<file path="src/rtl/Falco_pkg.sv">
// Shared types and widths for the load violation queue.
//   XLEN        : address width
//   ROB_TAG_W   : reorder-buffer tag width (tags wrap modulo 2^ROB_TAG_W)
//   SSIT_WIDTH  : store-set identifier table index width
//   LFST_WIDTH  : last-fetched-store table id width
//   lvq_entry_t : one tracked in-flight load
package Falco_pkg;

  localparam int unsigned XLEN       = 32;
  localparam int unsigned ROB_TAG_W  = 6;
  localparam int unsigned SSIT_WIDTH = 10;
  localparam int unsigned LFST_WIDTH = 7;

  typedef logic [ROB_TAG_W-1:0] rob_tag_t;
  typedef logic [3:0]           byte_mask_t;

  typedef struct packed {
    logic                  valid;
    logic                  reported;
    logic [XLEN-1:0]       addr;
    byte_mask_t            mask;
    rob_tag_t              tag;
    logic [SSIT_WIDTH-1:0] ssit_pc;
    logic [LFST_WIDTH-1:0] lfst_id;
  } lvq_entry_t;

  // Distance from the ROB head; wraps naturally in ROB_TAG_W bits, so a
  // smaller result is always the older instruction.
  function automatic rob_tag_t rob_age(input rob_tag_t tag, input rob_tag_t head);
    return tag - head;
  endfunction

endpackage

</file>
<file path="src/rtl/lvq_oldest_select.sv">
// Age-based priority selector.
//   cand_valid_i : one request bit per candidate, NUM_GRP groups of GRP_SIZE
//   cand_age_i   : AGE_W-bit age per candidate (smaller = older)
//   sel_valid_o  : at least one candidate requested
//   sel_grp_o    : group index of the oldest requesting candidate; ties go
//                  to the lowest candidate index, hence the lowest group.
module lvq_oldest_select #(
  parameter int unsigned NUM_GRP  = 16,
  parameter int unsigned GRP_SIZE = 2,
  parameter int unsigned AGE_W    = 6
) (
  input  logic [NUM_GRP*GRP_SIZE-1:0]       cand_valid_i,
  input  logic [NUM_GRP*GRP_SIZE*AGE_W-1:0] cand_age_i,
  output logic                              sel_valid_o,
  output logic [$clog2(NUM_GRP)-1:0]        sel_grp_o
);

  localparam int unsigned GW = $clog2(NUM_GRP);

  logic             found;
  logic [AGE_W-1:0] best_age;
  logic [GW-1:0]    best_grp;

  always_comb begin
    found    = 1'b0;
    best_age = '0;
    best_grp = '0;
    // Strict less-than keeps the first (lowest-index) candidate on a tie.
    for (int g = 0; g < int'(NUM_GRP); g++) begin
      for (int k = 0; k < int'(GRP_SIZE); k++) begin
        if (cand_valid_i[g*GRP_SIZE+k] &&
            (!found || (cand_age_i[(g*GRP_SIZE+k)*AGE_W +: AGE_W] < best_age))) begin
          found    = 1'b1;
          best_age = cand_age_i[(g*GRP_SIZE+k)*AGE_W +: AGE_W];
          best_grp = GW'(g);
        end
      end
    end
  end

  assign sel_valid_o = found;
  assign sel_grp_o   = best_grp;

endmodule

</file>
<file path="src/rtl/load_violation_queue.sv">
// Load violation queue: tracks in-flight loads and reports the oldest load
// that executed before an older, overlapping store.
//   clk_i, rst_ni            : clock, asynchronous active-low reset
//   flush_i                  : drop every entry
//   alloc_*                  : allocate handshake and load payload
//   commit_valid_i/_rob_tag_i: retire (free) the load with that tag
//   rob_head_i               : oldest in-flight tag, reference for ages
//   st_*                     : NUM_ST store-check ports
//   viol_*                   : registered violation report
//   count_o                  : number of occupied entries
module load_violation_queue
  import Falco_pkg::*;
#(
  parameter int unsigned DEPTH  = 16,
  parameter int unsigned NUM_ST = 2
) (
  input  logic                         clk_i,
  input  logic                         rst_ni,
  input  logic                         flush_i,
  input  logic                         alloc_valid_i,
  output logic                         alloc_ready_o,
  input  logic [XLEN-1:0]              alloc_addr_i,
  input  logic [3:0]                   alloc_mask_i,
  input  logic [ROB_TAG_W-1:0]         alloc_rob_tag_i,
  input  logic [SSIT_WIDTH-1:0]        alloc_ssit_pc_i,
  input  logic [LFST_WIDTH-1:0]        alloc_lfst_id_i,
  input  logic                         commit_valid_i,
  input  logic [ROB_TAG_W-1:0]         commit_rob_tag_i,
  input  logic [ROB_TAG_W-1:0]         rob_head_i,
  input  logic [NUM_ST-1:0]            st_valid_i,
  input  logic [NUM_ST*XLEN-1:0]       st_addr_i,
  input  logic [NUM_ST*4-1:0]          st_mask_i,
  input  logic [NUM_ST*ROB_TAG_W-1:0]  st_rob_tag_i,
  output logic                         viol_valid_o,
  output logic [ROB_TAG_W-1:0]         viol_rob_tag_o,
  output logic [SSIT_WIDTH-1:0]        viol_ssit_pc_o,
  output logic [LFST_WIDTH-1:0]        viol_lfst_id_o,
  output logic [$clog2(DEPTH+1)-1:0]   count_o
);

  localparam int unsigned IW = $clog2(DEPTH);
  localparam int unsigned CW = $clog2(DEPTH+1);
  localparam int unsigned NC = DEPTH * NUM_ST;
  // Byte-offset bits are ignored: matching is at word granularity.
  localparam logic [XLEN-1:0] WORD_OFS = XLEN'(3);

  lvq_entry_t            entries_q [DEPTH];
  lvq_entry_t            entries_d [DEPTH];
  logic                  viol_valid_q, viol_valid_d;
  rob_tag_t              viol_tag_q, viol_tag_d;
  logic [SSIT_WIDTH-1:0] viol_ssit_q, viol_ssit_d;
  logic [LFST_WIDTH-1:0] viol_lfst_q, viol_lfst_d;

  logic [CW-1:0]         count;
  logic [IW-1:0]         free_idx;
  logic [DEPTH-1:0]      freeing;
  rob_tag_t              load_age [DEPTH];
  rob_tag_t              st_age   [NUM_ST];
  logic [NC-1:0]         cand_valid;
  logic [NC*ROB_TAG_W-1:0] cand_age;
  logic                  sel_valid;
  logic [IW-1:0]         sel_idx;

  always_comb begin
    count = '0;
    for (int i = 0; i < int'(DEPTH); i++) count = count + CW'(entries_q[i].valid);
  end

  // Lowest-index free slot, taken from the registered state so a slot
  // freed this cycle only becomes reusable next cycle.
  always_comb begin
    free_idx = '0;
    for (int i = int'(DEPTH) - 1; i >= 0; i--) begin
      if (!entries_q[i].valid) free_idx = IW'(i);
    end
  end

  genvar gi, gj;
  generate
    for (gj = 0; gj < NUM_ST; gj++) begin : g_st_age
      assign st_age[gj] = rob_age(st_rob_tag_i[gj*ROB_TAG_W +: ROB_TAG_W], rob_head_i);
    end
    for (gi = 0; gi < DEPTH; gi++) begin : g_entry
      assign freeing[gi]  = commit_valid_i && entries_q[gi].valid &&
                            (entries_q[gi].tag == commit_rob_tag_i);
      assign load_age[gi] = rob_age(entries_q[gi].tag, rob_head_i);
      for (gj = 0; gj < NUM_ST; gj++) begin : g_port
        // An entry being allocated is still invalid here, so it is excluded
        // implicitly; an entry being freed is excluded explicitly.
        assign cand_valid[gi*NUM_ST+gj] =
            entries_q[gi].valid && !entries_q[gi].reported && !freeing[gi] &&
            st_valid_i[gj] &&
            (((entries_q[gi].addr ^ st_addr_i[gj*XLEN +: XLEN]) & ~WORD_OFS) == '0) &&
            ((entries_q[gi].mask & st_mask_i[gj*4 +: 4]) != 4'b0) &&
            (load_age[gi] > st_age[gj]);
        assign cand_age[(gi*NUM_ST+gj)*ROB_TAG_W +: ROB_TAG_W] = load_age[gi];
      end
    end
  endgenerate

  lvq_oldest_select #(
    .NUM_GRP  (DEPTH),
    .GRP_SIZE (NUM_ST),
    .AGE_W    (ROB_TAG_W)
  ) u_select (
    .cand_valid_i (cand_valid),
    .cand_age_i   (cand_age),
    .sel_valid_o  (sel_valid),
    .sel_grp_o    (sel_idx)
  );

  always_comb begin
    entries_d    = entries_q;
    viol_valid_d = 1'b0;
    viol_tag_d   = '0;
    viol_ssit_d  = '0;
    viol_lfst_d  = '0;
    if (flush_i) begin
      for (int i = 0; i < int'(DEPTH); i++) entries_d[i] = '0;
    end else begin
      for (int i = 0; i < int'(DEPTH); i++) begin
        if (freeing[i]) begin
          entries_d[i].valid    = 1'b0;
          entries_d[i].reported = 1'b0;
        end
      end
      if (sel_valid) begin
        entries_d[sel_idx].reported = 1'b1;
        viol_valid_d = 1'b1;
        viol_tag_d   = entries_q[sel_idx].tag;
        viol_ssit_d  = entries_q[sel_idx].ssit_pc;
        viol_lfst_d  = entries_q[sel_idx].lfst_id;
      end
      if (alloc_valid_i && alloc_ready_o) begin
        entries_d[free_idx] = '{valid:    1'b1,
                                reported: 1'b0,
                                addr:     alloc_addr_i,
                                mask:     alloc_mask_i,
                                tag:      alloc_rob_tag_i,
                                ssit_pc:  alloc_ssit_pc_i,
                                lfst_id:  alloc_lfst_id_i};
      end
    end
  end

  always_ff @(posedge clk_i or negedge rst_ni) begin
    if (!rst_ni) begin
      for (int i = 0; i < int'(DEPTH); i++) entries_q[i] <= '0;
      viol_valid_q <= 1'b0;
      viol_tag_q   <= '0;
      viol_ssit_q  <= '0;
      viol_lfst_q  <= '0;
    end else begin
      entries_q    <= entries_d;
      viol_valid_q <= viol_valid_d;
      viol_tag_q   <= viol_tag_d;
      viol_ssit_q  <= viol_ssit_d;
      viol_lfst_q  <= viol_lfst_d;
    end
  end

  assign alloc_ready_o  = (count < CW'(DEPTH));
  assign count_o        = count;
  assign viol_valid_o   = viol_valid_q;
  assign viol_rob_tag_o = viol_tag_q;
  assign viol_ssit_pc_o = viol_ssit_q;
  assign viol_lfst_id_o = viol_lfst_q;

endmodule

</file>
<file path="config.mk">
export PLATFORM = sky130hd
export DESIGN_NAME = load_violation_queue
export DESIGN_NICKNAME = d
export VERILOG_FILES = /design/src/rtl/Falco_pkg.sv /design/src/rtl/lvq_oldest_select.sv /design/src/rtl/load_violation_queue.sv
export SDC_FILE = /design/constraint.sdc
export NUM_CORES = 2
export LEC_CHECK = 0
export ABC_AREA = 1
export CAP_MARGIN = 20
export CORE_MARGIN = 10
export CORE_UTILIZATION = 35
export DETAILED_ROUTE_END_ITERATION = 16
export DONT_BUFFER_PORTS = 1
export MAX_ROUTING_LAYER = met4
export SYNTH_ARGS = -nofsm -noshare
export SYNTH_HDL_FRONTEND = slang
export SYNTH_SLANG_ARGS = --single-unit
</file>
<file path="constraint.sdc">
create_clock -name clk_i -period 49.1 [get_ports clk_i]
set_input_delay 7.365 -clock clk_i [delete_from_list [all_inputs] [get_ports clk_i]]
set_output_delay 7.365 -clock clk_i [all_outputs]
set_load 0.05 [all_outputs]
</file>
==> run metrics <==
fin area 80,250 um^2; worst r2r path cells 294; CP max stage cell ha_1; total CTS buffers 112; fin crit share 92.65%; crit-path max FO 30; reg-to-reg startpoint entries_q[932]$_DFFE_PN0P_; status finished with violations; final slew viol count 1; Crit. Startpoint rob_head_i[2]; EDFF count, synth 0; Data arrival, critical path 46.21 ns; Synthesized Nets 9,784; routed via count 77,500; WL per Instance 34.76 um; post-route worst setup slack 3.610 ns; CTS clk-pin slew, worst paths 0.07 ns; vias in the first global route 72,180; commonest non-fill, non-tap cell in the layout nand2_1; DP Cell Count 11,880; Worst EP required 49.82 ns; Routed Antenna Nets 0; Switching Power 0.7091 mW; most frequent CP cell nand2_1; DRC viols 0; Clk Latency, worst-skew pair 0.88 ns; CTS tree done; switch share 32.56%; number of synthesis warnings 0; die area 214,600 um^2; initial antenna violation count 56; clock sink count 968; Starting Density 35.23%; FF+latch count, synth 968; Die H 463.2 um; grt ovf 0; core area 195,200 um^2; Static Leak 36.45 nW; worst slack at placement -1.369 ns; clk buf depth 3; Peak VDD IR 0.03485 mV; Critical Path Max Stage Delay 0.33 ns; asr flop ratio synth 100.0%; failing checks capacitance limit, slew limit; Critical Path Start Type input pin; chip width 463.2 um; Max H-tree Level 3; sequential share of power 37.1%; maxcap violations 1; Root Buffer clkbuf_16; Iter 0 DRT Violations 12,100; Cell Pwr Density 27.14 nW/um^2; most frequent cells in the layout 1,485 x nand2_1, 1,178 x inv_1, 1,121 x o22ai_1, 968 x dfrtp_1, 705 x nor2_1; kind of critical path in2reg; clock network power share 43.3%; I/O pin cnt 192; Worst Hold Class reg2reg; nets 10,000; Period minus WS final 45.49 ns; layout cells sized above 1 11.71%; first drt pass iteration count 8; hold_buf cts 0; largest net degree at the start of global routing 260; Max-Slew Margin vs Limit -0.8318%; Main synth FF type dfrtp_1; non-filler cells, final 12,180; Detailed Place HPWL 270.9 mm; first-pass GRT wire length 575.3 mm; Routed Wire Length 423.3 mm; Seq/Total Area, Yosys 35.23%; Synth cell types 60; power share of the combinational group 19.6%; dpl cell area 75,500 um^2; Fmax achieved 21.98 MHz; Setup violations, final 0; Mapped Area 68,760 um^2; Synth-to-Final Area Change 16.71%; row cnt 162; crit end category flip-flop; Final Hold Fails 0; Gate Count Post-Synth 9,171; Worst Tran Pin Value 1.499 ns; Pint 1.469 mW; syn avg cell area 7.498 um^2; WHS Path Cells 2; final core occ 41.11%; hold_sp entries_q[555]$_DFFE_PN0P_; RD Place Congestion 1.057; Port Buffers 0; mean number of vias per cell 6.363; skew final 0.1383 ns; All-Layer GR Usage 38.60%
## per-stage QoR
step                power, mW  hold WS [ns]  TNS, ns
floorplan               1.053        0.4748        0
global placement        1.221        0.4928   -40.41
detailed placement      1.228        0.5073   -46.58
CTS                     2.155        0.5218        0
global route            2.234        0.5372   -3.464
finish                  2.178        0.5229        0
## logic make-up (layout without fill, tap and decap cells)
family,after synthesis,in the layout,synth area share [%]
simple gates,3484,3484,22.70
other cells,0,72,0
buf+inv,1813,2125,10.14
compound gates,1998,1998,17.60
fa+ha+maj,451,451,8.512
flops,968,968,35.23
xor+xnor,457,457,5.821
## cell type report
class,count,area [um^2]
clock buffer,158,3216
antenna,72,180.2
sequential,968,24220
clock inverter,50,827.0
fill,20000,114900
inverter,1245,4688
tap,2624,3283
multi-input combinational,6390,38250
timing repair buffer,672,5580
## power by group through the flow
| stage | Combinational [mW] | Clock (mW) | Sequential, mW |
|---|---|---|---|
| finish | 0.427 | 0.942 | 0.809 |
| global route | 0.453 | 0.972 | 0.809 |
| CTS | 0.407 | 0.939 | 0.808 |
| detailed placement | 0.405 | 0 | 0.823 |
| global placement | 0.398 | 0 | 0.823 |
| floorplan | 0.232 | 0 | 0.822 |
## worst max-delay path, delay by kind of cell
family / cells / cell delay (ns)
adders and majority gates: 32 / 9.81
xor gates and xnor gates: 1 / 0.25
buffers and inverters: 13 / 2.04
and+or+nand+nor: 167 / 14.44
AOI/OAI and AO/OA: 81 / 12.11
## per-layer routing
metal,vias to the layer above,track usage [%],wire length [um]
li1,32330,-,-
met1,37640,47.08,158300
met2,5966,52.16,168400
met3,1559,13.75,57890
met4,0,27.81,38700
met5,-,-,0
## final timing paths
check | to | slack, ns
setup / recovery | viol_rob_tag_o[5]$_DFF_PN0_ | 3.61
hold / removal | entries_q[555]$_DFFE_PN0P_ | 0.52
setup reg to reg | viol_rob_tag_o[5]$_DFF_PN0_ | 9.81
hold reg to reg | entries_q[555]$_DFFE_PN0P_ | 0.52
max in group asynchronous | entries_q[845]$_DFFE_PN0P_ | 39.01
min in group asynchronous | viol_ssit_pc_o[3]$_DFF_PN0_ | 6.19
## synthesized netlist by cell type (all sizes together), types with 2 or more instances
cell type / n / area [um^2]
a221oi: 41 / 359.1
xor2: 290 / 2540
nor4b: 10 / 87.58
nor3b: 22 / 165.2
inv: 1236 / 4639
a311oi: 9 / 78.83
a21oi: 237 / 1186
nand3b: 18 / 135.1
o21bai: 4 / 30.03
o221ai: 4 / 35.03
nand2: 1586 / 5966
dfrtp: 968 / 24220
nand3: 351 / 1757
a32oi: 6 / 52.55
xnor2: 167 / 1463
a211oi: 38 / 285.3
or3: 4 / 25.02
o2111ai: 30 / 262.8
a22oi: 3 / 22.52
o221a: 3 / 33.78
nor4: 206 / 1289
fa: 28 / 560.5
buf: 217 / 980.9
nand4: 395 / 2471
and3: 4 / 25.02
or4: 25 / 187.7
nor3: 113 / 570.6
or3b: 2 / 17.52
clkinv: 9 / 33.78
or2: 22 / 137.6
ha: 423 / 5293
and2: 15 / 93.84
nor2: 710 / 2670
o211a: 3 / 30.03
o21ai: 430 / 2156
a31o: 2 / 17.52
clkbuf: 351 / 1318
a2111oi: 26 / 227.7
o211ai: 26 / 195.2
a31oi: 8 / 50.05
o22ai: 1121 / 7013
## repair_timing
action                                  in CTS  in global routing
pin swaps                                    0                 18
setup buffers                                0                  6
endpoints found under the setup margin      39                 39
cloned                                       0                  0
resized for setup                           27                142
## sequential cells by signal (all words and copies together), names as in the netlist
name,count
viol_ssit_pc_o,10
viol_lfst_id_o,7
viol_valid_o,1
viol_rob_tag_o,6
entries_q,944
No activity file was read; power rests on OpenSTA's default activity.
